$ cat config.mk
export PLATFORM = sky130hd
export DESIGN_NAME = servo_pwm_decoder
export DESIGN_NICKNAME = d
export VERILOG_FILES = /design/src/rtl/servo_pwm_decoder_pkg.sv /design/src/rtl/pwm_sync_edge.sv /design/src/rtl/servo_pwm_decoder.sv
export SDC_FILE = /design/constraint.sdc
export NUM_CORES = 1
export LEC_CHECK = 0
export BUFFER_PORTS_ARGS = -buffer_cell sky130_fd_sc_hd__buf_2
export CAP_MARGIN = 10
export CORE_MARGIN = 8
export CORE_UTILIZATION = 52
export DETAILED_ROUTE_END_ITERATION = 10
export GPL_TIMING_DRIVEN = 1
export PLACE_DENSITY = 0.72
export SYNTH_ARGS = -nofsm -noshare
export SYNTH_HDL_FRONTEND = slang
export SYNTH_HIERARCHICAL = 1
export SYNTH_SLANG_ARGS = --single-unit
$ cat constraint.sdc
create_clock -name clk -period 4.52 [get_ports clk]
set_clock_uncertainty 0.2 [all_clocks]
set_input_delay 0.452 -clock clk [delete_from_list [all_inputs] [get_ports clk]]
set_output_delay 0.452 -clock clk [all_outputs]
set_load 0.02 [all_outputs]
$ cat src/rtl/servo_pwm_decoder_pkg.sv
// Shared constants for the servo PWM decoder and the servo driver.
//   - Position codes reported on pos.
//   - Default measurement thresholds in clk cycles (100 MHz).
//   - FSM state encoding.
package servo_pwm_decoder_pkg;

  localparam logic [1:0] POS_I   = 2'd0;
  localparam logic [1:0] POS_C   = 2'd1;
  localparam logic [1:0] POS_D   = 2'd2;
  localparam logic [1:0] POS_BAD = 2'd3;

  localparam int unsigned DEF_CNT_W   = 21;
  localparam int unsigned DEF_TIMEOUT = 2_000_000;
  localparam int unsigned DEF_MIN_W   = 25_000;
  localparam int unsigned DEF_TH_IC   = 100_000;
  localparam int unsigned DEF_TH_CD   = 175_000;
  localparam int unsigned DEF_MAX_W   = 250_000;

  typedef enum logic [1:0] {
    ST_IDLE = 2'd0,
    ST_HIGH = 2'd1,
    ST_LOW  = 2'd2
  } state_t;

endpackage

$ cat src/rtl/pwm_sync_edge.sv
// Two-flop synchroniser for the asynchronous PWM input plus edge detection.
// Ports:
//   clk, rst  clock, asynchronous active-high reset
//   pwm_in    raw asynchronous PWM input
//   s         synchronised level
//   rise      one-cycle pulse on a synchronised 0->1 transition
//   fall      one-cycle pulse on a synchronised 1->0 transition
module pwm_sync_edge (
  input  logic clk,
  input  logic rst,
  input  logic pwm_in,
  output logic s,
  output logic rise,
  output logic fall
);

  logic meta;
  logic prev;

  // Synchroniser chain followed by the previous-level register.
  always_ff @(posedge clk or posedge rst) begin
    if (rst) begin
      meta <= 1'b0;
      s    <= 1'b0;
      prev <= 1'b0;
    end else begin
      meta <= pwm_in;
      s    <= meta;
      prev <= s;
    end
  end

  assign rise = s & ~prev;
  assign fall = ~s & prev;

endmodule

$ cat src/rtl/servo_pwm_decoder.sv
// Measures a servo-style PWM input (high time and rising-to-rising period in
// clk cycles), classifies the pulse into a 2-bit position code and flags a
// missing or stuck input.
// Ports:
//   clk, rst  clock, asynchronous active-high reset
//   pwm_in    asynchronous PWM input
//   width     last measured high time, cycles
//   period    last measured period, cycles
//   pos       position code of the last pulse (POS_I/C/D/BAD)
//   valid     one-cycle strobe when width/period/pos update
//   timeout   sticky: no edge for TIMEOUT cycles; cleared by the next valid
module servo_pwm_decoder
  import servo_pwm_decoder_pkg::*;
#(
  parameter int unsigned CNT_W   = DEF_CNT_W,
  parameter int unsigned TIMEOUT = DEF_TIMEOUT,
  parameter int unsigned MIN_W   = DEF_MIN_W,
  parameter int unsigned TH_IC   = DEF_TH_IC,
  parameter int unsigned TH_CD   = DEF_TH_CD,
  parameter int unsigned MAX_W   = DEF_MAX_W
) (
  input  logic             clk,
  input  logic             rst,
  input  logic             pwm_in,
  output logic [CNT_W-1:0] width,
  output logic [CNT_W-1:0] period,
  output logic [1:0]       pos,
  output logic             valid,
  output logic             timeout
);

  localparam logic [CNT_W-1:0] ONE     = CNT_W'(1);
  localparam logic [CNT_W-1:0] TO_LIM  = CNT_W'(TIMEOUT);
  localparam logic [CNT_W-1:0] MIN_LIM = CNT_W'(MIN_W);
  localparam logic [CNT_W-1:0] MAX_LIM = CNT_W'(MAX_W);
  localparam logic [CNT_W-1:0] IC_LIM  = CNT_W'(TH_IC);
  localparam logic [CNT_W-1:0] CD_LIM  = CNT_W'(TH_CD);

  logic s, rise, fall;
  logic s_unused;

  state_t           state, state_d;
  logic [CNT_W-1:0] cnt, cnt_d;
  logic [CNT_W-1:0] w_lat, w_lat_d;
  logic [CNT_W-1:0] width_d, period_d;
  logic [1:0]       pos_d;
  logic             valid_d, timeout_d;
  logic [1:0]       pos_class_c;

  pwm_sync_edge u_sync (
    .clk    (clk),
    .rst    (rst),
    .pwm_in (pwm_in),
    .s      (s),
    .rise   (rise),
    .fall   (fall)
  );

  // Edges carry all the timing; the synchronised level is not needed here.
  assign s_unused = s;

  // Classifier: range checks first, then the two position thresholds.
  always_comb begin
    if (w_lat < MIN_LIM) begin
      pos_class_c = POS_BAD;
    end else if (w_lat >= MAX_LIM) begin
      pos_class_c = POS_BAD;
    end else if (w_lat < IC_LIM) begin
      pos_class_c = POS_I;
    end else if (w_lat < CD_LIM) begin
      pos_class_c = POS_C;
    end else begin
      pos_class_c = POS_D;
    end
  end

  // Next-state and next-output logic.
  always_comb begin
    state_d   = state;
    cnt_d     = cnt;
    w_lat_d   = w_lat;
    width_d   = width;
    period_d  = period;
    pos_d     = pos;
    valid_d   = 1'b0;
    timeout_d = timeout;

    case (state)
      ST_IDLE: begin
        // First rise only arms the measurement.
        if (rise) begin
          cnt_d   = ONE;
          state_d = ST_HIGH;
        end
      end

      ST_HIGH: begin
        if (fall) begin
          w_lat_d = cnt;
          cnt_d   = cnt + ONE;
          state_d = ST_LOW;
        end else if (cnt >= TO_LIM) begin
          timeout_d = 1'b1;
          cnt_d     = '0;
          state_d   = ST_IDLE;
        end else begin
          cnt_d = cnt + ONE;
        end
      end

      ST_LOW: begin
        // A rise closes the period and reports the pulse that just ended.
        if (rise) begin
          period_d  = cnt;
          width_d   = w_lat;
          pos_d     = pos_class_c;
          valid_d   = 1'b1;
          timeout_d = 1'b0;
          cnt_d     = ONE;
          state_d   = ST_HIGH;
        end else if (cnt >= TO_LIM) begin
          timeout_d = 1'b1;
          cnt_d     = '0;
          state_d   = ST_IDLE;
        end else begin
          cnt_d = cnt + ONE;
        end
      end

      default: begin
        cnt_d   = '0;
        state_d = ST_IDLE;
      end
    endcase
  end

  // State, counter and output registers.
  always_ff @(posedge clk or posedge rst) begin
    if (rst) begin
      state   <= ST_IDLE;
      cnt     <= '0;
      w_lat   <= '0;
      width   <= '0;
      period  <= '0;
      pos     <= POS_BAD;
      valid   <= 1'b0;
      timeout <= 1'b0;
    end else begin
      state   <= state_d;
      cnt     <= cnt_d;
      w_lat   <= w_lat_d;
      width   <= width_d;
      period  <= period_d;
      pos     <= pos_d;
      valid   <= valid_d;
      timeout <= timeout_d;
    end
  end

endmodule

==> results.py <==
metrics = {
    "placement": {
        "place_hpwl_mm": 6.31,
        "io_buffers": 48,
        "dp_cells": 586,
        "gp_congestion": 0.865,
    },
    "global_route": {
        "grt_overflow": 0,
        "grt_max_degree": 60,
        "grt_antenna_before_repair": 0,
        "grt_pass1_wl_mm": 15.7,
        "grt_pass1_vias": 3154,
        "globalRouteTotalUtil_pct": 17.2,
    },
    "clock_network": {
        "path_clk_slew_ns": 0.08,
        "clkSinkCount": 93,
        "cts_buffers": 9,
        "cts_setup_buffers": 0,
        "cts_resized": 0,
        "clk_latency_ns": 0.36,
        "cts_root_buffer": "clkbuf_8",
        "cts_tree": "yes",
        "cts-htree-levels": 3,
        "clock_path_buffers": 2,
    },
    "sta": {
        "setup_violations": 0,
        "fin_crit_ns": 2.39,
        "tightest_slew_ns": 0.998,
        "finalHoldViolCount": 0,
        "rsz0062_at_grt": "no",
        "max-slew-margin-rel_pct": 33.4,
        "setup_tns_ns": 0,
        "finalCritPeriodShare_pct": 52.9,
        "clock.fmax_ghz": 0.418,
        "drv_slew": 0,
    },
    "finish": {
        "seq_area_sq_um": 2330,
        "multiInputGateArea_sq_um": 1710,
        "instances_no_fill": 604,
        "drive_above_1_share_pct": 19.2,
        "layout.nets": 499,
        "antennaDiodeCount": 0,
        "fillCellCount": 723,
        "utilization_pct": 58.7,
        "syn2layout_area_growth_pct": 12.0,
    },
    "drt": {
        "ant_nets": 0,
        "wl_mm": 9.24,
        "dr.pass1.iters": 4,
        "route.detailed.drc": 0,
        "wire_per_inst_um": 15.3,
        "num_vias": 3263,
        "via_per_inst": 5.40,
        "dr.first_iter.drc_count": 138,
    },
    "power": {
        "finalPower_uw": 1870,
        "peakVddDrop_mv": 0.330,
        "p_leak_uw": 0.00248,
        "power_density_nw_per_um2": 395,
    },
    "worst_setup_path": {
        "cp_max_fo": 39,
        "start_kind": "flop",
        "critical_path_arrival_ns": 2.47,
        "critPathCaptureType": "flop",
        "reg2reg_depth": 7,
        "critPathKind": "reg2reg",
        "required_ns": 4.60,
    },
    "run_status": {
        "status": "complete, no violations",
    },
    "floorplan": {
        "die_w_um": 106,
        "rows": 33,
        "coreArea_sq_um": 8050,
        "dieArea_sq_um": 11300,
        "die_h_um": 106,
        "start_util_pct": 52.4,
        "ios": 49,
    },
    "synthesis": {
        "synth_top_family_by_area": "simple AND/OR/NAND/NOR gates",
        "yosysMostFrequentCell": "nand2_1",
        "ys.flop_type": "dfrtp_1",
        "ys_async_sr_fraction_pct": 100,
        "ys_seq_area_share_pct": 55.2,
        "synth-simple-area-share_pct": 23.9,
        "synthTopCellsByCount": "160 x nand2_1, 91 x dfrtp_1, 27 x o21ai_0, 23 x nor2_1",
        "yosys.area.top_type": "dfrtp_1",
        "synth-edff-count": 0,
        "synth_mux_area_share_pct": 3.97,
        "synthesis.area_sq_um": 4220,
        "synth_seq_cells": 93,
        "synth_compound_area_share_pct": 11.2,
        "yosysTopAreaCellShare_pct": 53.9,
        "avgSynthCellArea_sq_um": 9.28,
        "synthAdderAreaFrac_pct": 0.593,
        "synthCells": 455,
        "synth.net_count": 460,
        "ys_warn_count": 6,
        "synthXorXnorAreaFrac_pct": 0.830,
        "yosysUniqueCellTypes": 54,
        "synthTopCellsByArea": "dfrtp_1 54%, nand2_1 14%, mux2_2 3.7%",
    },
    "worst_hold_path": {
        "whs_path_depth": 0,
        "hold_path.class": "reg2reg",
    },
    "run": {
        "maxCapViolations": 0,
    },
}
## worst max-delay path: stages (launching register included)
cell and delay, ns:
dfrtp_1 0.36, nor2b_1 0.33, inv_1 0.13, or2_2 0.33
inv_2 0.49, and2_1 0.23, o211a_1 0.17, a21oi_1 0.06
## cell usage in the layout, fill, tap and decap left out, drive strengths merged, types with 6 or more instances in the layout
| cell | count |
|---|---|
| buf | 51 |
| clkbuf | 10 |
| dfrtp | 91 |
| inv | 14 |
| mux2 | 14 |
| nand2 | 160 |
| nand3 | 11 |
| nor2 | 24 |
| nor3 | 6 |
| o21ai | 33 |
| o22ai | 8 |
## path summary, 6_finish.rpt
kind / start / endpoint / slack [ns]
setup / recovery: u_sync/s / pos[0] / 2.13
hold / removal: u_sync/meta / u_sync/s / 0.16
setup reg to reg: u_sync/s / pos[0] / 2.13
hold reg to reg: u_sync/meta / u_sync/s / 0.16
max in group asynchronous: rst / cnt[10] / 2.48
min in group asynchronous: rst / u_sync/meta / 0.32
## what timing repair did
item                                    in CTS  in global routing
hold buffers                                 2                  0
hold endpoints to repair                     4                  0
endpoints found under the setup margin       0                  0
## state kept, by name (all words and copies together) (netlist names)
register,count
u_sync/prev,1
valid,1
pos,2
timeout,1
w_lat,21
state,2
width,21
period,21
u_sync/s,1
cnt,21
u_sync/meta,1
## layout make-up
class	instances	area share, %
Clock buffer	10	2.70
Clock inverter	6	1.85
Inverter	15	1.22
Multi-Input combinational cell	322	36.2
Sequential cell	93	49.3
Tap cell	105	2.78
Timing Repair Buffer	53	5.98
## report_power, final
group,switching (uW),internal (uW)
Sequential,52.4,901
Combinational,223,93.1
Clock,287,312
## through the flow
stage	worst slack [ns]	hold WS, ns	area [sq um]
after CTS	2.11	0.168	4730
after detailed placement	2.12	0.138	4490
after global placement	2.25	0.142	4490
after floorplan	1.54	0.00564	4220
after global routing	1.95	0.174	4730
final	2.13	0.161	4730
## logic make-up (layout without fill, tap and decap cells)
| kind of cell | after synthesis | after routing |
|---|---|---|
| AND/OR/NAND/NOR | 229 | 229 |
| AO/OA/AOI/OAI | 72 | 72 |
| XOR/XNOR | 4 | 4 |
| buffers and inverters | 40 | 84 |
| adder cells (fa/ha/maj) | 2 | 2 |
| flip-flops | 93 | 93 |
| multiplexers | 15 | 15 |
## per-layer routing
metal  wire [um]  GRT usage, %  vias up  share of wire, %
met5           0             0        -                 0
met4         155          7.04        0               1.7
met3         509          3.87       15               5.5
met2        4400          27.4       73                48
met1        4180          22.3     1585                45
li1            -             -     1590                 -
No activity file was read; power rests on OpenSTA's default activity.
